==> config.mk <==
export PLATFORM = sky130hd
export DESIGN_NAME = bin2bcd_display_feed
export DESIGN_NICKNAME = d
export VERILOG_FILES = /design/src/rtl/bin2bcd_display_feed.sv
export SDC_FILE = /design/constraint.sdc
export NUM_CORES = 1
export LEC_CHECK = 0
export BUFFER_PORTS_ARGS = -buffer_cell sky130_fd_sc_hd__buf_2
export CORE_UTILIZATION = 50
export DETAILED_ROUTE_END_ITERATION = 7
export PLACE_DENSITY = 0.74
export SYNTH_ARGS = -nofsm -noshare
export SYNTH_HDL_FRONTEND = slang
export SYNTH_SLANG_ARGS = --single-unit
==> constraint.sdc <==
create_clock -name clk -period 1.7 [get_ports clk]
set_clock_uncertainty 0.2 [all_clocks]
set_input_delay 0.17 -clock clk [delete_from_list [all_inputs] [get_ports clk]]
set_output_delay 0.17 -clock clk [all_outputs]
set_load 0.02 [all_outputs]
==> src/rtl/bin2bcd_display_feed.sv <==
// rtl/bin2bcd_display_feed.sv - sequential double-dabble binary to 4-digit BCD converter
module bin2bcd_display_feed #(
    parameter int          W_IN     = 14,
    parameter bit          AUTO     = 1'b0,
    parameter logic [15:0] OVF_CODE = 16'hEEEE
) (
    input  logic            clk,
    input  logic            reset,
    input  logic            start,
    input  logic [W_IN-1:0] bin_in,
    output logic            busy,
    output logic            done,
    output logic            overflow,
    output logic [15:0]     bcd_out
);

    typedef enum logic [1:0] {
        IDLE,
        SHIFT,
        DONE
    } state_t;

    state_t          state;
    state_t          next_state;
    logic [W_IN-1:0] shift_reg;
    logic [15:0]     scratch;
    logic [15:0]     scratch_adj;
    logic [3:0]      cnt;
    logic            ovf_pend;
    logic            accept;

    // A request is taken only while idle; AUTO makes the block re-arm itself every period.
    always_comb begin
        accept = (state == IDLE) && (start || AUTO);
    end

    // Per-nibble add-3 with no inter-nibble carry; nibbles never exceed 9 before correction.
    always_comb begin
        scratch_adj = scratch;
        for (int i = 0; i < 4; i++) begin
            if (scratch[4*i +: 4] >= 4'd5) begin
                scratch_adj[4*i +: 4] = scratch[4*i +: 4] + 4'd3;
            end
        end
    end

    // Next-state logic: SHIFT runs exactly W_IN edges, DONE is a single publish edge.
    always_comb begin
        next_state = state;
        case (state)
            IDLE:    if (accept) next_state = SHIFT;
            SHIFT:   if (cnt == 4'd1) next_state = DONE;
            DONE:    next_state = IDLE;
            default: next_state = IDLE;
        endcase
    end

    // State register.
    always_ff @(posedge clk) begin
        if (reset) begin
            state <= IDLE;
        end else begin
            state <= next_state;
        end
    end

    // Datapath and registered outputs; bcd_out/overflow move only on the DONE edge.
    always_ff @(posedge clk) begin
        if (reset) begin
            shift_reg <= '0;
            scratch   <= '0;
            cnt       <= '0;
            ovf_pend  <= 1'b0;
            busy      <= 1'b0;
            done      <= 1'b0;
            overflow  <= 1'b0;
            bcd_out   <= 16'h0000;
        end else begin
            done <= 1'b0;
            case (state)
                IDLE: begin
                    if (accept) begin
                        shift_reg <= bin_in;
                        scratch   <= '0;
                        cnt       <= 4'(W_IN);
                        ovf_pend  <= ({{(32-W_IN){1'b0}}, bin_in} > 32'd9999);
                        busy      <= 1'b1;
                    end
                end
                SHIFT: begin
                    scratch   <= {scratch_adj[14:0], shift_reg[W_IN-1]};
                    shift_reg <= shift_reg << 1;
                    cnt       <= cnt - 4'd1;
                end
                DONE: begin
                    bcd_out  <= ovf_pend ? OVF_CODE : scratch;
                    overflow <= ovf_pend;
                    done     <= 1'b1;
                    busy     <= 1'b0;
                end
                default: ;
            endcase
        end
    end

endmodule

==> summary.txt <==
Logic synthesis
  – Mapped cell area: 0.00244 mm2
  – Sequential-to-total area share from yosys stat: 45.9%
  – Post-synth top area cell: dfxtp_1
  – Distinct cells, synth: 28
  – Largest family of logic cells by synthesized area: simple AND/OR/NAND/NOR gates
  – Yosys reg bits: 56
  – XOR/XNOR Fraction of Synth Area: 2.87%
  – Multiplexer share of the synthesized area: 1.64%
  – Syn Nets: 317
  – Post-synthesis adder-cell area fraction: 5.13%
  – Synthesized area per cell: 8.42 um2
  – Synth top area cells: dfxtp_1 46%, nor3_1 6.6%, nor2_1 5.7%
  – Yosys top cell area share: 45.9%
  – Simple-Gate Fraction of Synth Area: 24.2%
  – Compound-Gate Fraction of Synth Area: 15.0%
  – Yosys warns: 0
  – Gate Count Post-Synth: 290

Routing
  – Number of remaining DRC errors: 0
  – Routed wl met2: 2.55 mm
  – Drt total wl: 5.55 mm
  – DR WL met3: 199 um
  – Final ANT Viol Nets: 0
  – Initial DRC count: 113
  – DR WL/cell: 13.5 um
  – Vias per std cell: 5.41
  – WL met1: 2.72 mm
  – DR pass1 iterations: 4
  – Max layer used: met4
  – Routed via count: 2224

Worst setup path
  – Critical-path top delay cell: dfxtp_1
  – Worst path depth: 6
  – Worst R2R Setup Slack: 70 ps
  – Critical Path Start: state[1]
  – Worst-path fanout max: 22
  – R2r endpoint: cnt[2]
  – Reg-to-reg critical path startpoint: state[1]
  – Slowest stage delay, CP: 340 ps
  – Largest delay share family, worst path: buffers and inverters
  – Crit. End Element: flop
  – CP Launch Type: flop
  – Crit path cell chain: buf_4 > nor2b_1 > buf_4 > nand2_1 > xor2_1 > a21oi_1
  – Reg2reg path depth: 6
  – WP data arrival: 1680 ps
  – Crit Path Category: reg -> reg
  – Crit path top cell by count: buf_4
  – Req. time, crit path: 1740 ps
  – CP Buf/Inv Count: 2

Placed design
  – # port buffers: 35
  – GPL Wtd Cong: 0.817
  – DP Worst Slack: -38.8 ps
  – Hpwl dp: 3.57 mm
  – Inst Count DP: 387

Cells and area
  – Nets: 370
  – Commonest cells after routing, fill and taps aside: 51 x dfxtp_1, 36 x nand2_1, 35 x buf_2, 34 x nor2_1, 32 x nor3_1
  – Synth-to-Final Area Change: 23.6%
  – ANT cells: 0
  – Fin cells: 411
  – Share of cells above drive strength 1: 21.8%
  – Commonest non-fill, non-tap cell in the layout: dfxtp_1
  – Fillers: 401

Timing
  – Slew @ Worst Pin: 628 ps
  – Min Tclk post-route: 1630 ps
  – RSZ-0062 raised after global routing: true
  – Final Cycle Share: 96.0%
  – Final hold vios: 0
  – F_max: 612 MHz
  – Slew margin rel.: 58.1%
  – Final setup vio count: 0
  – PnR worst setup slack: 67.3 ps
  – Final slew viol count: 0

CTS
  – TritonCTS clock tree: done
  – Worst-Skew Late Latency: 300 ps
  – Clock-pin slew on the worst setup and hold paths: 100 ps
  – Inserted Clock Buffers: 5
  – Root Buffer: clkbuf_8
  – Clock buffer depth: 2
  – H-tree Lvls: 2
  – CTS Sinks: 56

Floorplan
  – Initial Util: 51.7%
  – Die area: 0.00517 mm2
  – Ports: 36
  – DIE HEIGHT: 71.9 um
  – Die span in x: 71.9 um
  – Site Rows: 25
  – Core ar.: 0.00472 mm2

Run status
  – Run status: finished clean

Global routing
  – First-pass GRT wire length: 9.14 mm
  – Vias in the first global route: 2004
  – Total GRT Usage: 22.2%
  – GRT overflow: 0
  – Largest net degree at the start of global routing: 30
  – Initial antenna violation count: 0

Min path
  – Worst hold path class: in -> reg
  – Hold Path Sink: bcd_out[8]
  – Min-delay src: reset
  – Worst Hold Depth: 3

Power and ir drop
  – Pwr dens: 823 mW/mm2
  – Worst VDD drop: 0.390 mV
  – Leak: 1.25 nW
  – Overall Power: 2.48 mW

Job
  – Max-cap violations: 0
[cell families after synthesis]
family / Yosys count
and+or+nand+nor: 129
DFF: 56
AOI/OAI and AO/OA: 54
buffers and inverters: 29
adders and majority gates: 10
xor gates and xnor gates: 8
muxes: 4
[worst max-delay path by stage]
stage	endpoint	slack (ps)
final	cnt[2]	70
after global routing	shift_reg[8]	2
after CTS	scratch[8]	10
after detailed placement	scratch[8]	-40
after global placement	shift_reg[4]	30
after floorplan	scratch[11]	110
[worst reg2reg max path, stage by stage, from the launching register on]
cell	delay, ps
dfxtp_1	340
buf_4	150
nor2b_1	190
buf_4	310
nand2_1	100
xor2_1	140
a21oi_1	140
[cells in the mapped netlist]
library cell   n
a211oi_1       2
a21oi_1       19
a22o_1        11
a22oi_1        2
a311oi_1      12
buf_2          8
buf_6          1
clkbuf_1       9
dfxtp_1       56
ha_1          10
inv_1         11
mux2i_1        4
nand2_1       36
nand2_4        1
nand2b_1       5
nand3_1        6
nand3b_1       1
nand4b_1       1
nor2_1        37
nor2b_1        2
nor3_1        32
nor3b_1        1
nor4_1         2
o21ai_0        8
or3_1          4
or3b_4         1
xnor2_1        4
xor2_1         4
[routing by layer]
metal	vias to the layer above	global-route usage [%]
li1	1109	-
met1	1049	31.5
met2	58	34.3
met3	8	4.78
met4	0	6.10
met5	-	0
[metrics by stage]
stage / hold WS (ps) / area [um2] / TNS, ps / utilization, %
after floorplan: 130 / 2440 / 0 / -
after global placement: 234 / 2710 / 0 / 57.4
after detailed placement: 242 / 2710 / -258 / 57.4
after CTS: 125 / 2970 / 0 / 62.9
after global routing: 165 / 3020 / 0 / 63.9
final: 134 / 3020 / 0 / 63.9
[power breakdown]
group	total, mW	switching (mW)	internal (mW)
clock network	0.745	0.419	0.326
logic	0.323	0.185	0.138
registers	1.42	0.0463	1.37
[timing repair]
item | in CTS | in global routing
pin swaps | 0 | 4
gates resized for setup | 4 | 15
setup buffers | 0 | 1
hold buffers | 15 | 0
endpoints found under the setup margin | 16 | 25
hold endpoints to repair | 16 | 0
[layout make-up]
type                            instances  area [um2]  share of cell area, %
Sequential cell                        56        1130                   37.4
Timing Repair Buffer                   64         443                   14.7
Inverter                               11        41.3                   1.37
Clock inverter                          2        10.0                  0.332
Multi-Input combinational cell        205        1230                   40.8
Tap cell                               67        83.8                   2.78
Clock buffer                            6        82.6                   2.74
Power figures use the tool's default switching activity.
